<file path="src/rtl/shift_ctrl_pkg.sv">
// Shared definitions for the shift-register load controller and its arbiter.
// Latency: none (types, constants and an elaboration-time helper only).
// Backpressure: not applicable.
package shift_ctrl_pkg;

   typedef enum logic [1:0] {
      ST_IDLE  = 2'd0,
      ST_SHIFT = 2'd1,
      ST_CHECK = 2'd2
   } state_t;

   localparam logic SRC_A = 1'b0;
   localparam logic SRC_B = 1'b1;

   // Bit-counter width: enough to count 0..n-1, never narrower than one bit.
   function automatic int cnt_width(input int n);
      if (n <= 2) begin
         return 1;
      end
      return $clog2(n);
   endfunction

endpackage

</file>
<file path="src/rtl/rr_arbiter_2.sv">
// Two-requester round-robin arbiter owning the last-served pointer.
// Latency: grants are combinational from the valids; the pointer updates on the grant edge.
// Backpressure: grants only while enable is high; an un-granted requester simply waits.
module rr_arbiter_2 (
   input  logic CLOCK,
   input  logic RESET_N,
   input  logic VALID_A,
   input  logic VALID_B,
   input  logic enable,
   output logic GRANT_A,
   output logic GRANT_B
);

   // prio_b = 1 means B was not served last and wins a tie; reset favours A.
   logic prio_b;

   // Grant the lone valid requester, or on a tie the one favoured by the pointer.
   always_comb begin
      GRANT_A = enable & VALID_A & (~VALID_B | ~prio_b);
      GRANT_B = enable & VALID_B & (~VALID_A |  prio_b);
   end

   // A grant is always taken (it implies valid), so flip priority to the other side.
   always_ff @(posedge CLOCK or negedge RESET_N) begin
      if (!RESET_N) begin
         prio_b <= 1'b0;
      end else if (GRANT_A) begin
         prio_b <= 1'b1;
      end else if (GRANT_B) begin
         prio_b <= 1'b0;
      end
   end

endmodule

</file>
<file path="src/rtl/shift_load_controller.sv">
// Serialises arbitrated parallel words MSB-first into a left-shift register and verifies Q.
// Latency: SHIFT_LEFT high REG_SIZE cycles after accept; DONE in the cycle after edge T(REG_SIZE+1).
// Backpressure: READY_A/B only while idle; a new word can be taken during the DONE cycle.
module shift_load_controller
   import shift_ctrl_pkg::*;
#(
   parameter int REG_SIZE = 4
) (
   input  logic                CLOCK,
   input  logic                RESET_N,
   input  logic                VALID_A,
   input  logic [REG_SIZE-1:0] DATA_A,
   output logic                READY_A,
   input  logic                VALID_B,
   input  logic [REG_SIZE-1:0] DATA_B,
   output logic                READY_B,
   input  logic [REG_SIZE-1:0] Q,
   output logic                SHIFT_LEFT,
   output logic                DATA_IN,
   output logic                BUSY,
   output logic                DONE,
   output logic                DONE_SRC,
   output logic                ERR
);

   localparam int CW = cnt_width(REG_SIZE);
   localparam logic [CW-1:0] CNT_LAST = CW'(REG_SIZE - 1);
   localparam logic [CW-1:0] CNT_ONE  = CW'(1);

   state_t              state;
   state_t              state_nxt;
   logic [REG_SIZE-1:0] word;
   logic [REG_SIZE-1:0] word_nxt;
   logic                src;
   logic                src_nxt;
   logic [CW-1:0]       cnt;
   logic [CW-1:0]       cnt_nxt;
   logic                shift_nxt;
   logic                din_nxt;
   logic                busy_nxt;
   logic                done_nxt;
   logic                dsrc_nxt;
   logic                err_nxt;

   logic                arb_en;
   logic                grant_a;
   logic                grant_b;
   logic                accept;
   logic [REG_SIZE-1:0] sel_word;
   logic [REG_SIZE-1:0] word_sh;

   // READY must read 0 during reset, so the arbiter is also gated by RESET_N.
   assign arb_en  = (state == ST_IDLE) & RESET_N;
   assign READY_A = grant_a;
   assign READY_B = grant_b;
   // A grant already implies the matching VALID, so any grant is an accept.
   assign accept  = grant_a | grant_b;

   rr_arbiter_2 u_arb (
      .CLOCK   (CLOCK),
      .RESET_N (RESET_N),
      .VALID_A (VALID_A),
      .VALID_B (VALID_B),
      .enable  (arb_en),
      .GRANT_A (grant_a),
      .GRANT_B (grant_b)
   );

   // Word presented by the granted requester, and the latched word aligned so the
   // next bit to send (index REG_SIZE-2-cnt) sits in the MSB position.
   always_comb begin
      sel_word = grant_b ? DATA_B : DATA_A;
      word_sh  = word << (cnt + CNT_ONE);
   end

   // FSM state register.
   always_ff @(posedge CLOCK or negedge RESET_N) begin
      if (!RESET_N) begin
         state <= ST_IDLE;
      end else begin
         state <= state_nxt;
      end
   end

   // Next state plus next values of every registered output and datapath register.
   always_comb begin
      state_nxt = state;
      word_nxt  = word;
      src_nxt   = src;
      cnt_nxt   = cnt;
      shift_nxt = SHIFT_LEFT;
      din_nxt   = DATA_IN;
      busy_nxt  = BUSY;
      done_nxt  = 1'b0;
      dsrc_nxt  = SRC_A;
      err_nxt   = 1'b0;
      case (state)
         ST_IDLE: begin
            shift_nxt = 1'b0;
            din_nxt   = 1'b0;
            busy_nxt  = 1'b0;
            if (accept) begin
               word_nxt  = sel_word;
               src_nxt   = grant_b ? SRC_B : SRC_A;
               shift_nxt = 1'b1;
               din_nxt   = sel_word[REG_SIZE-1];
               cnt_nxt   = '0;
               busy_nxt  = 1'b1;
               state_nxt = ST_SHIFT;
            end
         end
         ST_SHIFT: begin
            cnt_nxt = cnt + CNT_ONE;
            if (cnt == CNT_LAST) begin
               // Register has now captured all REG_SIZE bits.
               shift_nxt = 1'b0;
               din_nxt   = 1'b0;
               state_nxt = ST_CHECK;
            end else begin
               din_nxt = word_sh[REG_SIZE-1];
            end
         end
         ST_CHECK: begin
            done_nxt  = 1'b1;
            dsrc_nxt  = src;
            err_nxt   = (Q != word);
            busy_nxt  = 1'b0;
            state_nxt = ST_IDLE;
         end
         default: begin
            shift_nxt = 1'b0;
            din_nxt   = 1'b0;
            busy_nxt  = 1'b0;
            state_nxt = ST_IDLE;
         end
      endcase
   end

   // Datapath and output registers; reset aborts a load without any DONE.
   always_ff @(posedge CLOCK or negedge RESET_N) begin
      if (!RESET_N) begin
         word       <= '0;
         src        <= SRC_A;
         cnt        <= '0;
         SHIFT_LEFT <= 1'b0;
         DATA_IN    <= 1'b0;
         BUSY       <= 1'b0;
         DONE       <= 1'b0;
         DONE_SRC   <= SRC_A;
         ERR        <= 1'b0;
      end else begin
         word       <= word_nxt;
         src        <= src_nxt;
         cnt        <= cnt_nxt;
         SHIFT_LEFT <= shift_nxt;
         DATA_IN    <= din_nxt;
         BUSY       <= busy_nxt;
         DONE       <= done_nxt;
         DONE_SRC   <= dsrc_nxt;
         ERR        <= err_nxt;
      end
   end

endmodule

</file>
<file path="config.mk">
export PLATFORM = sky130hd
export DESIGN_NAME = shift_load_controller
export DESIGN_NICKNAME = d
export VERILOG_FILES = /design/src/rtl/shift_ctrl_pkg.sv /design/src/rtl/rr_arbiter_2.sv /design/src/rtl/shift_load_controller.sv
export SDC_FILE = /design/constraint.sdc
export NUM_CORES = 1
export LEC_CHECK = 0
export ABC_AREA = 1
export CAP_MARGIN = 20
export CORE_MARGIN = 5
export CORE_UTILIZATION = 48
export DETAILED_ROUTE_END_ITERATION = 10
export PLACE_DENSITY = 0.87
export SYNTH_ARGS = -nofsm -noshare
export SYNTH_HDL_FRONTEND = slang
export SYNTH_SLANG_ARGS = --single-unit
</file>
<file path="constraint.sdc">
create_clock -name CLOCK -period 3.7 [get_ports CLOCK]
set_clock_uncertainty 0.05 [all_clocks]
set_input_delay 0.74 -clock CLOCK [delete_from_list [all_inputs] [get_ports CLOCK]]
set_output_delay 0.74 -clock CLOCK [all_outputs]
set_load 0.01 [all_outputs]
</file>
Word-level counts from Yosys, hierarchy flattened
Index checks and enable logic that the tools add are counted.
{"block": "word_totals", "regBits": 16, "in_bits": 16, "word_cells": 57}
{"block": "classes", "add_sub_neg": 1, "n_eq_ne": 6, "shifts": 1, "muxes": 19, "n_bitwise": 12, "n_reduce_logical": 7}
{"cell": "$mux 1", "n": 10}
{"cell": "$pmux 2 s2", "n": 2}
{"cell": "$reduce_and 2->1", "n": 4}
{"cell": "$mux 2", "n": 3}
{"cell": "$pmux 1 s3", "n": 2}
{"cell": "$and 1x1->1", "n": 5}
{"cell": "$eq 2x2->1 const B", "n": 2}
{"cell": "$mux 4", "n": 1}
{"cell": "$ne 2x2->1 const B", "n": 2}
{"cell": "$ne 4x4->1", "n": 1}
{"cell": "$not 1->1", "n": 4}
{"cell": "$reduce_bool 2->1", "n": 2}
{"cell": "$shl 4x2->4", "n": 1}
{"cell": "$or 1x1->1", "n": 3}
{"cell": "$add 2x1->2 const B", "n": 1}
{"cell": "$eq 2x1->1 const B", "n": 1}
{"cell": "$logic_not 2->1", "n": 1}
{"cell": "$pmux 1 s2", "n": 1}

Longest topological paths before layout
{"block": "depth", "ltp_word": 7, "ltp_mapped": 9, "depth_no_buf": 9}

Hierarchy
Synthesis repeated with hierarchy kept, for this count alone.
{"block": "hier_totals", "cells_unflattened": 108, "area_unflattened_um2": 789.5}
{"mod": "shift_load_controller", "n_inst": 1, "cells_each": 97, "area_per_inst_um2": 725.7}
{"mod": "rr_arbiter_2", "n_inst": 1, "cells_each": 11, "area_per_inst_um2": 63.8}

Worst setup path after synthesis
Ideal clock, no wire load.
{"block": "synth_timing", "path_type": "input to output", "start": "input port VALID_B", "end": "output port READY_A", "arrival_ns": 1.104, "required_ns": 2.910, "setup_slack_ns": 1.806, "cell_stages": 3, "path_cell_list": "nand2_1 nand2_1 nor2_1"}
{"block": "synth_via", "elab_chain_cells": 3}
{"item": "from (decl)", "line_no": "shift_load_controller.sv:14", "rtl": "input logic VALID_B,"}
{"item": "$not 1->1", "line_no": "rr_arbiter_2.sv:19", "rtl": "GRANT_A = enable & VALID_A & (~VALID_B | ~prio_b);"}
{"item": "$or 1x1->1", "line_no": "rr_arbiter_2.sv:19"}
{"item": "$and 1x1->1", "line_no": "rr_arbiter_2.sv:19"}
{"item": "to (decl)", "line_no": "shift_load_controller.sv:13", "rtl": "output logic READY_A,"}
No other way between the ends.

Final worst setup path
{"block": "layout_timing", "start": "input port RESET_N", "end": "output port READY_B"}
{"block": "layout_via", "elab_chain_cells": 3}
{"item": "from (decl)", "line_no": "shift_load_controller.sv:10", "rtl": "input logic RESET_N,"}
{"item": "$and 1x1->1", "line_no": "shift_load_controller.sv:53", "rtl": "assign arb_en = (state == ST_IDLE) & RESET_N;"}
{"item": "$and 1x1->1 (2 in series)", "line_no": "rr_arbiter_2.sv:20", "rtl": "GRANT_B = enable & VALID_B & (~VALID_A | prio_b);"}
{"item": "to (decl)", "line_no": "shift_load_controller.sv:16", "rtl": "output logic READY_B,"}
No other way between the ends.

==> reports/metrics.cfg <==
[status]
status=finished, final reports clean

[placed_design]
dp_slack_ps=784
gp_congestion=0.836
placed_cells=138
port_buffers=23
hpwl_microns=1380
placed_cell_area_sq_um=1060

[clocking]
cts_root_buf=clkbuf_4
cts-htree-levels=1
post_cts_resized=0
cts_setup_buffers=0
clk_latency_ps=290
cts_made_buffers=3
cts_tree=built
clock-sinks=16
clk_pin_slew_ps=90
hold_buffers=0
clk_path_buf_depth=2

[die]
rows=14
die_area_sq_um=2590
die_w_microns=50.8
die_y_microns=50.8
ios=24
initial_core_util=0.519
coreArea_sq_um=1540

[global_routing]
grt_pass1_vias=672
antenna_found_initial=0
grt-ovfl-total=0
grt_max_degree=18
grt_first_pass_wirelength_microns=2920
grt_use_total=0.152

[synthesis]
postSynthAreaPerCell_sq_um=8.17
synth_seq_cells=16
yosys_warnings=0
syn_inst=98
synth-seq-area-share=0.500
netlist_area_sq_um=801
syn-num-nets=115
yosysTopAreaCellShare=0.500
yosysUniqueCellTypes=19
synth_top_area_cell=dfrtp_1
yosys-top-cells-area=dfrtp_1, nand2_1, inv_1, nor2_4, nand3_1

[critical_path]
crit_fanout=5
path_class=input pin to primary output
rr_worst_depth=5
arrival_ps=2110
setup.worst_path.start_class=input pin
reg2reg_to=DATA_IN
crit_path_end_kind=primary output
crit_end=READY_B
timing.rr.start=cnt[0]
timing.critical_path.from=RESET_N
worstPathRequired_ps=2910
r2r_slack_ps=2410

[timing]
whs_ps=425
period_share=0.785
relSlewSlack=0.861
finalHoldViolations=0
worst_pin_slew_ps=209
timing.fmax_mhz=344
maxSlewViolCount=0
grt_setup_unrepaired=no
tns_ps=0
postLayoutSetupSlackWorst_ps=795
period_minus_slack_ps=2900
setup_viol=0

[finish]
area_growth_pct=36.7
final_cell_area_sq_um=1090
final_nets=144
antennaDiodeCount=0
fillers=132
final_cells=142
mostFrequentLayoutCells=nand2_1, clkdlybuf4s50_1, dfrtp_1
drive_gt1_frac=0.119
final_common_cell=nand2_1
postLayoutCoreUtil=0.710

[drt]
routedWlPerCell_microns=11.9
routed_wl_microns=1690
route.detailed.drc=0
first_pass_iters=2
vias=699
postRouteAntennaNets=0
dr.first_iter.drc_count=6
viasPerCell=4.92

[power]
ir_drop_v=0.000361
sw_frac_of_total=0.394
power.leakage_nw=0.557
intPower_mw=0.448
pwr-share-comb=0.447
p_sw_mw=0.291
p_seq_frac=0.397
powerDensity_nw_per_um2=675
power_mw=0.739
pwr-share-clk=0.156

[hold_path]
hp-class=flop to flop
min-delay-start=state[0]

[job]
drv_cap=0

## cells in the mapped netlist
master,count
nand2_1,43
dfrtp_1,16
inv_1,9
nor2_1,5
nand3_1,4
inv_2,3
a21oi_1,2
nand2_2,2
nor2_4,2
xnor2_1,2
xor2_1,2
a21oi_4,1
a31oi_1,1
ha_1,1
nand3_4,1
nor2_2,1
nor3_1,1
o21ai_0,1
o22ai_1,1
## metal layers
metal | track usage | vias to the layer above | wire length (microns)
met5 | 0 | - | 0
met4 | 0.102 | 0 | 40
met3 | 0.0291 | 4 | 70
met2 | 0.238 | 15 | 829
met1 | 0.188 | 323 | 747
li1 | - | 357 | -
## power groups by stage
stage / clock network [mW] / logic [mW] / registers (mW)
floorplan: 0 / 0.216 / 0.295
global placement: 0 / 0.317 / 0.293
detailed placement: 0 / 0.334 / 0.296
CTS: 0.118 / 0.335 / 0.292
global route: 0.128 / 0.378 / 0.301
finish: 0.115 / 0.330 / 0.293
## critical path: stages
cell and delay [ps]:
clkdlybuf4s50_1 520, nand3_4 130, nor2_4 170, clkdlybuf4s50_1 550
## cells by family (layout without fill, tap and decap cells)
family                     Yosys count  after routing  share of synthesized area
DFF                                 16             16                      0.500
and+or+nand+nor                     59             59                      0.330
buffers and inverters               12             40                     0.0562
adders and majority gates            1              1                     0.0156
xor gates and xnor gates             4              4                     0.0438
AOI/OAI and AO/OA                    6              6                     0.0547
## how the worst min path moves through the flow
stage	endpoint	depth (start not counted)
6_report	DONE	1
5_1_grt	DONE	1
4_1_cts	DONE	1
3_5_place_dp	DONE	1
3_3_place_gp	DONE	1
2_1_floorplan	BUSY	0
## layout make-up
cell class / count / area (sq um) / area share
well taps: 16 / 20.0 / 0.0183
inverters: 12 / 45.0 / 0.0411
clock buffers: 4 / 36.3 / 0.0331
repair buffers: 24 / 238 / 0.217
multi-input cells: 70 / 355 / 0.325
flip-flops and latches: 16 / 400 / 0.366
## registers in the layout, summed over array words and instances, names as in the netlist
| signal | flops |
|---|---|
| BUSY | 1 |
| DATA_IN | 1 |
| DONE | 1 |
| DONE_SRC | 1 |
| ERR | 1 |
| SHIFT_LEFT | 1 |
| cnt | 2 |
| src | 1 |
| state | 2 |
| u_arb.prio_b | 1 |
| word | 4 |
Note: power is estimated with default switching activity, not from simulation.
